[src/rtl/pattern_gen_pkg.sv]
// Shared constants for the pattern generator: mode encodings, LFSR polynomial,
// command field layout and the single-step LFSR helper.
package pattern_gen_pkg;

   localparam logic [1:0] MODE_INCR  = 2'd0;
   localparam logic [1:0] MODE_CONST = 2'd1;
   localparam logic [1:0] MODE_WALK1 = 2'd2;
   localparam logic [1:0] MODE_LFSR  = 2'd3;

   localparam logic [31:0] LFSR_POLY = 32'h8020_0003;

   localparam int CMD_WIDTH     = 96;
   localparam int CMD_SEED_LSB  = 0;
   localparam int CMD_SEED_W    = 32;
   localparam int CMD_COUNT_LSB = 32;
   localparam int CMD_COUNT_W   = 32;
   localparam int CMD_MODE_LSB  = 64;
   localparam int CMD_MODE_W    = 2;

   function automatic logic [31:0] lfsr_step(input logic [31:0] s);
      return (s >> 1) ^ (s[0] ? LFSR_POLY : 32'h0000_0000);
   endfunction

endpackage

[src/rtl/pattern_lfsr.sv]
// 32-bit Galois LFSR. The register holds the word that follows the one
// currently presented, so its output is directly the next pattern word.
module pattern_lfsr
   import pattern_gen_pkg::*;
(
   input  logic        clk_i,
   input  logic        rst_i,
   input  logic        load_i,
   input  logic [31:0] seed_i,
   input  logic        adv_i,
   output logic [31:0] state_o
);

   logic [31:0] state_q;
   logic [31:0] state_d;

   // Next-state selection: load wins over advance.
   always_comb begin
      state_d = state_q;
      if (load_i) begin
         state_d = lfsr_step(seed_i);
      end else if (adv_i) begin
         state_d = lfsr_step(state_q);
      end else begin
         state_d = state_q;
      end
   end

   // State register.
   always_ff @(posedge clk_i or posedge rst_i) begin
      if (rst_i) begin
         state_q <= 32'h0000_0001;
      end else begin
         state_q <= state_d;
      end
   end

   assign state_o = state_q;

endmodule

[src/rtl/pattern_generator.sv]
// Command-driven test-pattern source on a valid/ready stream.
// Define PATTERN_GEN_LFSR_EN to build the LFSR mode; otherwise mode 3 increments.
module pattern_generator
   import pattern_gen_pkg::*;
#(
   parameter int DATA_WIDTH   = 32,
   parameter int LENGTH_WIDTH = 32
) (
   input  logic                  clk,
   input  logic                  reset,
   input  logic [95:0]           cmd_data,
   input  logic                  cmd_valid,
   output logic                  cmd_ready,
   output logic [DATA_WIDTH-1:0] src_data,
   output logic                  src_valid,
   input  logic                  src_ready,
   output logic                  src_last,
   output logic                  busy,
   output logic                  done
);

   localparam logic [0:0] ST_IDLE = 1'b0;
   localparam logic [0:0] ST_RUN  = 1'b1;

   localparam logic [LENGTH_WIDTH-1:0] REM_ONE = LENGTH_WIDTH'(1);
   localparam logic [LENGTH_WIDTH-1:0] REM_TWO = LENGTH_WIDTH'(2);
   localparam logic [DATA_WIDTH-1:0]   WALK_0  = DATA_WIDTH'(1);

   logic [0:0]              state_q, state_d;
   logic [1:0]              mode_q, mode_d;
   logic [31:0]             cur_q, cur_d;
   logic [DATA_WIDTH-1:0]   walk_q, walk_d;
   logic [LENGTH_WIDTH-1:0] rem_q, rem_d;
   logic [DATA_WIDTH-1:0]   data_q, data_d;
   logic                    valid_q, valid_d;
   logic                    last_q, last_d;
   logic                    done_q, done_d;

   logic [31:0]             cmd_seed_s;
   logic [LENGTH_WIDTH-1:0] cmd_count_s;
   logic [1:0]              cmd_mode_s;
   logic [1:0]              eff_mode_s;
   logic [31:0]             first32_s;
   logic [31:0]             next32_s;
   logic [31:0]             lfsr_state_s;
   logic [DATA_WIDTH-1:0]   walk_next_s;
   logic                    accept_s;
   logic                    hs_s;
   logic                    unused_s;

   function automatic logic [DATA_WIDTH-1:0] format_word(input logic [1:0] mode,
                                                         input logic [31:0] w,
                                                         input logic [DATA_WIDTH-1:0] walk);
      logic [DATA_WIDTH-1:0] ext;
      ext       = '0;
      ext[31:0] = w;
      case (mode)
         MODE_INCR:  format_word = ext;
         MODE_CONST: format_word = {(DATA_WIDTH/32){w}};
         MODE_WALK1: format_word = walk;
         MODE_LFSR:  format_word = {(DATA_WIDTH/32){w}};
         default:    format_word = ext;
      endcase
   endfunction

   assign cmd_seed_s  = cmd_data[CMD_SEED_LSB +: CMD_SEED_W];
   assign cmd_count_s = cmd_data[CMD_COUNT_LSB +: LENGTH_WIDTH];
   assign cmd_mode_s  = cmd_data[CMD_MODE_LSB +: CMD_MODE_W];
   assign unused_s    = ^cmd_data;

`ifdef PATTERN_GEN_LFSR_EN
   assign eff_mode_s = cmd_mode_s;

   pattern_lfsr u_lfsr (
      .clk_i   (clk),
      .rst_i   (reset),
      .load_i  (accept_s),
      .seed_i  (first32_s),
      .adv_i   (hs_s),
      .state_o (lfsr_state_s)
   );
`else
   assign eff_mode_s   = (cmd_mode_s == MODE_LFSR) ? MODE_INCR : cmd_mode_s;
   assign lfsr_state_s = 32'h0000_0000;
`endif

   assign accept_s    = (state_q == ST_IDLE) & cmd_valid;
   assign hs_s        = valid_q & src_ready;
   assign walk_next_s = {walk_q[DATA_WIDTH-2:0], walk_q[DATA_WIDTH-1]};
   // An all-zero LFSR seed would lock up, so it is promoted to 1.
   assign first32_s   = ((eff_mode_s == MODE_LFSR) && (cmd_seed_s == 32'h0000_0000))
                        ? 32'h0000_0001 : cmd_seed_s;

   // 32-bit lane value for the word after the current one.
   always_comb begin
      next32_s = cur_q + 32'd1;
      case (mode_q)
         MODE_INCR:  next32_s = cur_q + 32'd1;
         MODE_CONST: next32_s = cur_q;
         MODE_WALK1: next32_s = cur_q;
         MODE_LFSR:  next32_s = lfsr_state_s;
         default:    next32_s = cur_q + 32'd1;
      endcase
   end

   // FSM, counters and output-register next state.
   always_comb begin
      state_d = state_q;
      mode_d  = mode_q;
      cur_d   = cur_q;
      walk_d  = walk_q;
      rem_d   = rem_q;
      data_d  = data_q;
      valid_d = valid_q;
      last_d  = last_q;
      done_d  = 1'b0;
      case (state_q)
         ST_IDLE: begin
            if (accept_s) begin
               mode_d = eff_mode_s;
               if (cmd_count_s == '0) begin
                  done_d = 1'b1;
               end else begin
                  state_d = ST_RUN;
                  valid_d = 1'b1;
                  rem_d   = cmd_count_s;
                  last_d  = (cmd_count_s == REM_ONE);
                  cur_d   = first32_s;
                  walk_d  = WALK_0;
                  data_d  = format_word(eff_mode_s, first32_s, WALK_0);
               end
            end else begin
               done_d = 1'b0;
            end
         end
         ST_RUN: begin
            if (hs_s && last_q) begin
               state_d = ST_IDLE;
               valid_d = 1'b0;
               last_d  = 1'b0;
               data_d  = '0;
               done_d  = 1'b1;
            end else if (hs_s) begin
               rem_d  = rem_q - REM_ONE;
               last_d = (rem_q == REM_TWO);
               cur_d  = next32_s;
               walk_d = walk_next_s;
               data_d = format_word(mode_q, next32_s, walk_next_s);
            end else begin
               done_d = 1'b0;
            end
         end
         default: begin
            state_d = ST_IDLE;
            valid_d = 1'b0;
            last_d  = 1'b0;
            data_d  = '0;
         end
      endcase
   end

   // State and output registers.
   always_ff @(posedge clk or posedge reset) begin
      if (reset) begin
         state_q <= ST_IDLE;
         mode_q  <= MODE_INCR;
         cur_q   <= 32'h0000_0000;
         walk_q  <= WALK_0;
         rem_q   <= '0;
         data_q  <= '0;
         valid_q <= 1'b0;
         last_q  <= 1'b0;
         done_q  <= 1'b0;
      end else begin
         state_q <= state_d;
         mode_q  <= mode_d;
         cur_q   <= cur_d;
         walk_q  <= walk_d;
         rem_q   <= rem_d;
         data_q  <= data_d;
         valid_q <= valid_d;
         last_q  <= last_d;
         done_q  <= done_d;
      end
   end

   assign cmd_ready = ~reset & (state_q == ST_IDLE);
   assign busy      = (state_q == ST_RUN);
   assign src_data  = data_q;
   assign src_valid = valid_q;
   assign src_last  = last_q;
   assign done      = done_q;

endmodule
[config.mk]
export PLATFORM = sky130hd
export DESIGN_NAME = pattern_generator
export DESIGN_NICKNAME = d
export VERILOG_FILES = /design/src/rtl/pattern_gen_pkg.sv /design/src/rtl/pattern_lfsr.sv /design/src/rtl/pattern_generator.sv
export SDC_FILE = /design/constraint.sdc
export NUM_CORES = 1
export LEC_CHECK = 0
export CAP_MARGIN = 15
export CORE_MARGIN = 2
export CORE_UTILIZATION = 35
export CTS_CLUSTER_SIZE = 16
export DETAILED_ROUTE_END_ITERATION = 12
export SLEW_MARGIN = 30
export SYNTH_ARGS = -nofsm -noshare
export SYNTH_HDL_FRONTEND = slang
export SYNTH_SLANG_ARGS = --single-unit
[constraint.sdc]
create_clock -name clk -period 8.9 [get_ports clk]
set_clock_uncertainty 0.1 [all_clocks]
set_input_delay 0.89 -clock clk [delete_from_list [all_inputs] [get_ports clk]]
set_output_delay 0.89 -clock clk [all_outputs]
set_load 0.01 [all_outputs]
Word level (Yosys, flattened, before mapping)

Cells that the tools add are included.

Memory bits (read-only): 0
Memories kept: 0
Flip-flop bits (word level): 134
Output and inout port bits: 37
Latch bits: 0
Memory bits (writable): 0

Add/subtract/negate cells: 2
Bitwise logic cells: 5
Shift-type cells: 0
Divide/modulo/power cells: 0
$mul: 0
Reductions and logical operators: 13
Order comparisons: 0
Multiplexer cells: 42
Eq/ne operators: 15

Operators with widths:

| kind                                               | number |
|---|---|
| 2-to-1 mux 32 bit                                  | 17 |
| case mux 32 bit (2 select lines)                   | 6 |
| case mux 32 bit (3 select lines)                   | 1 |
| logical NOT 32 bit                                 | 2 |
| adder 32 x 1 -> 32 bit, second input constant      | 1 |
| == test 32 x 1 -> 1 bit, second input constant     | 1 |
| == test 32 x 2 -> 1 bit, second input constant     | 1 |
| subtractor 32 x 1 -> 32 bit, second input constant | 1 |
| 2-to-1 mux 1 bit                                   | 13 |
| == test 2 bit, second input constant               | 5 |
| case mux 1 bit (2 select lines)                    | 4 |
| != test 2 bit, second input constant               | 3 |
| AND reduction 3 bit                                | 2 |
| OR reduction 3 bit                                 | 2 |
| == test 2 x 1 -> 1 bit, second input constant      | 2 |
| logical NOT 2 bit                                  | 2 |
| != test 2 x 1 -> 1 bit, second input constant      | 2 |
| AND reduction 4 bit                                | 1 |
| AND 1 bit                                          | 3 |
| != test 3 x 1 -> 1 bit, second input constant      | 1 |
| logical AND 1 bit                                  | 2 |
| 2-to-1 mux 2 bit                                   | 1 |
| NOT 1 bit                                          | 2 |
| AND reduction 2 bit                                | 1 |
| OR reduction 2 bit                                 | 1 |

Logic depth before layout (Yosys ltp)

Word-level depth: 9
Mapped depth: 10

Worst setup path before layout

No wires, ideal clock.

Path type: input to register
Start point: in cmd_data[57]
End point: reg data_q[0] (netlist: src_data[0])
Path slack: 6.154 ns
Data arrival time: 2.527 ns
Setup time: 0.119 ns
Data required time: 8.681 ns
Cell stages on the path: 8
Cells stage by stage: nor4_1 nand3_1 o41ai_1 buf_2 nand2_1 clkbuf_1 clkbuf_1 o21a_1

Longest elaborated chain between the ends: 3

RTL lines:

| what                                 | RTL line                 | text |
|---|---|---|
| start: declaration                   | pattern_generator.sv:11  | `input logic [95:0] cmd_data,` |
| logical NOT 32 bit                   | pattern_generator.sv:121 | `if (cmd_count_s == '0) begin` |
| != test 2 bit (no source line)       | --                       |  |
| AND reduction 3 bit (no source line) | --                       |  |
| end signal: assignment               | pattern_generator.sv:180 | `data_q <= data_d;` |
| end: declaration                     | pattern_generator.sv:34  | `logic [DATA_WIDTH-1:0] data_q, data_d;` |

Every way passes these cells.
A chain may end at the register's enable or synchronous reset.

Worst setup path in the final report

Start point: in cmd_data[56]
End point: reg cur_q[18]

Longest elaborated chain between the ends: 3

RTL lines:

| what                                 | RTL line                 | text |
|---|---|---|
| logical NOT 32 bit                   | pattern_generator.sv:121 |  |
| != test 2 bit (no source line)       | --                       |  |
| AND reduction 4 bit (no source line) | --                       |  |
| end signal: assignment               | pattern_generator.sv:177 | `cur_q <= cur_d;` |
| end: declaration                     | pattern_generator.sv:31  | `logic [31:0] cur_q, cur_d;` |

Every way passes these cells.

==> summary.md <==
| Metric | Value |
|---|---|
| Run status | `completed` |
| Synthesis Warnings | `0` |
| Total die area | `24000 um2` |
| Antenna diode count | `0` |
| DIE WIDTH | `155 um` |
| Worst-path clk slew | `0.06 ns` |
| Leak | `approximately 4.0 nW` |
| Internal | `roughly 1.8 mW` |
| Total track usage | `0.212` |
| Slowest-stage cell, CP | `buf_4` |
| Core Box Area | `22500 um2` |
| Avg WL per Cell | `18.7 um` |
| Final worst slack | `approximately 5 ns` |
| Area of the multi-input gates | `~4300 um2` |
| TritonCTS buffer count | `17` |
| Synth Area in Compound Gates | `0.200` |
| Post-DP HPWL | `approximately 16 mm` |
| Gr ovfl total | `0` |
| Boundary pin count | `137` |
| Setup crit end | `cur_q[18]` |
| Post-synthesis sequential area ratio | `0.420` |
| Net Sw Power | `1.47 mW` |
| Data required time of the worst path | `9.14 ns` |
| Layout area overhead | `22.5%` |
| Critical path startpoint | `cmd_data[56]` |
| # hold bufs at CTS | `0` |
| Max stage delay on crit path | `0.67 ns` |
| Cell area after synthesis | `about 8000 um2` |
| Post-Synth Adder-Cell Area | `0.00783` |
| Critical Path Source Type | `primary input` |
| Fill cells | `2249` |
| CP delay by family, top | `buffers and inverters` |
| Tmin final | `3.77 ns` |
| Htree depth | `4` |
| Clock Sinks | `134` |
| Flop pwr share | `0.333` |
| Starting Density | `0.355` |
| DP Worst Slack | `4.74 ns` |
| Largest net degree at the start of global routing | `80` |
| Final hold violation count | `0` |
| Most frequent cells in the layout | `140 x nand2_1, 132 x dfrtp_1, 106 x clkdlybuf4s50_1, 100 x nor2_1, 81 x o21ai_0` |
| Slew @ Worst Pin | `0.940 ns` |
| Gp weighted congestion | `0.866` |
| Reg2reg start | `busy` |
| Combinational Power Share | `0.463` |
| Router iterations before antenna repair | `5` |
| Nets | `1148` |
| Mean Syn Cell Area | `8.13 um2` |
| IO buf count | `106` |
| Final setup fails | `0` |
| Setup CP Type | `in -> reg` |
| Post-synthesis xor/xnor area fraction | `0.00219` |
| Vias per inst | `5.78` |
| Commonest non-fill, non-tap cell in the layout | `nand2_1` |
| Max Fanout on Critical Path | `79` |
| DRT iter0 DRCs | `768` |
| DRC viols | `0` |
| PD cells | `~340 nW/um2` |
| Max Clk Rate | `265 MHz` |
| Final period util | `0.424` |
| Max-cap violations | `0` |
| Synth unique cells | `69` |
| Top_reg_cell synth | `dfrtp_1` |
| First-pass GRT wire length | `~40 mm` |
| Maximum clock insertion buffer count | `2` |
| CTS resizes | `0` |
| Critical path depth | `9` |
| Mapped Cells | `982` |
| Register bit total from synthesis | `134` |
| Reg area | `3360 um2` |
| Syn Nets | `approximately 1100` |
| Worst setup EP type | `flip-flop` |
| Slew HR | `0.373` |
| Post-CTS setup buffers | `0` |
| Number of flops mapped to enable cells by yosys | `0` |
| Synth Area in Simple Gates | `0.282` |
| Initial antenna violation count | `0` |
| Sw frac | `0.446` |
| DRT Wirelength | `about 25 mm` |
| TritonCTS clock tree | `yes` |
| Chip Height | `155 um` |
| Number of cell rows | `55` |
| R2R cell count | `6` |
| RSZ-0062 raised after global routing | `false` |
| VDD IR max | `slightly above 200 uV` |
| Post-synthesis mux area share | `0.0407` |
| Overall via count from detail_route | `approximately 7700` |
| Combinational family with the most area after synthesis | `simple AND/OR/NAND/NOR gates` |
| Buf/Inv on CP | `3` |
| Root Driver | `clkbuf_16` |
| Worst-path cell chain | `clkdlybuf4s50_1 -> nor4_1 -> nand3_1 -> o41ai_2 -> buf_4 -> and2_2 -> buf_4 -> o21ai_0 -> o21ai_0` |
| HP Class | `reg -> reg` |
| Vias in the first global route | `7279` |
| RR Endpoint | `src_last` |
| Routed Antenna Nets | `0` |
| Clock network power share | `0.204` |
| R2r setup slk | `approximately 5.4 ns` |
| Setup total negative slack | `0 ns` |
| Slew Viols, Final | `0` |
| Clk Latency, worst-skew pair | `about 0.42 ns` |
| Async S/R FF share, synth | `1.00` |
| Share of layout cells above drive strength 1 | `0.0597` |
| Arrival @ worst endpoint | `4.01 ns` |
routing by layer:
layer | share of wire | vias up | GRT usage | wire length, um
li1 | - | 3712 | - | -
met1 | 0.47 | 3764 | 0.301 | 11700
met2 | 0.47 | 243 | 0.330 | 11600
met3 | 0.051 | 24 | 0.0398 | 1270
met4 | 0.015 | 0 | 0.0578 | 386
met5 | 0 | - | 0 | 0
cell type report:
class | count | area share
multi-input combinational | 751 | 0.438
clock buffer | 23 | 0.0489
timing repair buffer | 116 | 0.117
clock inverter | 8 | 0.00768
tap | 285 | 0.0365
inverter | 23 | 0.00934
sequential | 134 | 0.343
flip-flops by register name, summed over array words and instances, names as in the netlist:
| signal | count |
|---|---|
| busy | 1 |
| cur_q | 32 |
| done | 1 |
| mode_q | 2 |
| rem_q | 32 |
| src_data | 32 |
| src_last | 1 |
| src_valid | 1 |
| walk_q | 32 |
worst register-to-register path, stage by stage (launching register included):
cell	delay, ns
dfrtp_4	0.66
buf_4	0.78
nand2_1	0.56
or4_1	0.70
nor4_1	0.41
a21oi_1	0.09
a21oi_1	0.16
cells in the mapped netlist (3+ instances only):
cell type,instances,area [um2]
mux2i_1,28,280
a21oi_1,54,270
nor3_1,36,180
nor4_4,3,63.8
o31ai_1,12,90.1
nor2b_1,12,75.1
nor4_1,17,106
o221ai_1,3,26.3
a22oi_1,4,30.0
o22a_1,3,26.3
and3_1,10,62.6
clkbuf_1,60,225
nand2b_1,7,43.8
nand3b_1,4,30.0
inv_1,22,82.6
nand3_1,70,350
a31oi_1,17,106
o21a_1,6,45.0
o211ai_1,9,67.6
o2bb2ai_1,4,35.0
and4_1,7,61.3
buf_2,10,50.1
nand4_1,26,163
mux2_2,3,33.8
o22ai_1,4,25.0
nor2_1,102,383
o32ai_1,7,61.3
a221o_1,3,30.0
a221oi_1,6,52.6
a22o_1,4,35.0
or3_1,5,31.3
o21ai_0,81,405
buf_1,4,15.0
nand2_1,141,529
a222oi_1,8,80.1
dfrtp_1,133,3330
ha_1,5,62.6
and2_1,4,25.0
o21ai_1,9,45.0
metrics by stage:
stage / power [mW] / util / cell area [um2] / hold slack (ns) / instances
global route: 3.55 / 0.435 / 9780 / 0.403 / 1340
finish: 3.30 / 0.435 / 9780 / 0.381 / 1340
global placement: 2.60 / 0.410 / 9220 / 0.371 / 1309
detailed placement: 2.62 / 0.410 / 9220 / 0.375 / 1309
floorplan: 2.08 / - / 7990 / 0.353 / 982
CTS: 3.30 / 0.434 / 9780 / 0.388 / 1340
worst min-delay path by stage:
stage / start / endpoint / slack, ns / cells past startpoint
2_1_floorplan: walk_q[21] / walk_q[21] / 0.35 / 2
3_3_place_gp: src_data[31] / src_data[31] / 0.37 / 2
3_5_place_dp: src_data[31] / src_data[31] / 0.37 / 2
4_1_cts: src_data[31] / src_data[31] / 0.39 / 2
5_1_grt: src_data[31] / src_data[31] / 0.40 / 2
6_report: src_data[31] / src_data[31] / 0.38 / 2
cell families after synthesis:
logic type / count (synthesis)
flops: 134
compound gates: 252
xor+xnor: 2
simple gates: 460
mux: 32
buf+inv: 97
fa+ha+maj: 5
power by group through the flow:
stage	Clock [mW]	Combinational, mW	Sequential, mW
global placement	0	1.51	1.09
detailed placement	0	1.52	1.10
CTS	0.679	1.53	1.09
finish	0.672	1.53	1.10
floorplan	0	1.04	1.03
global route	0.710	1.70	1.14
(Power assumes the default switching activity.)
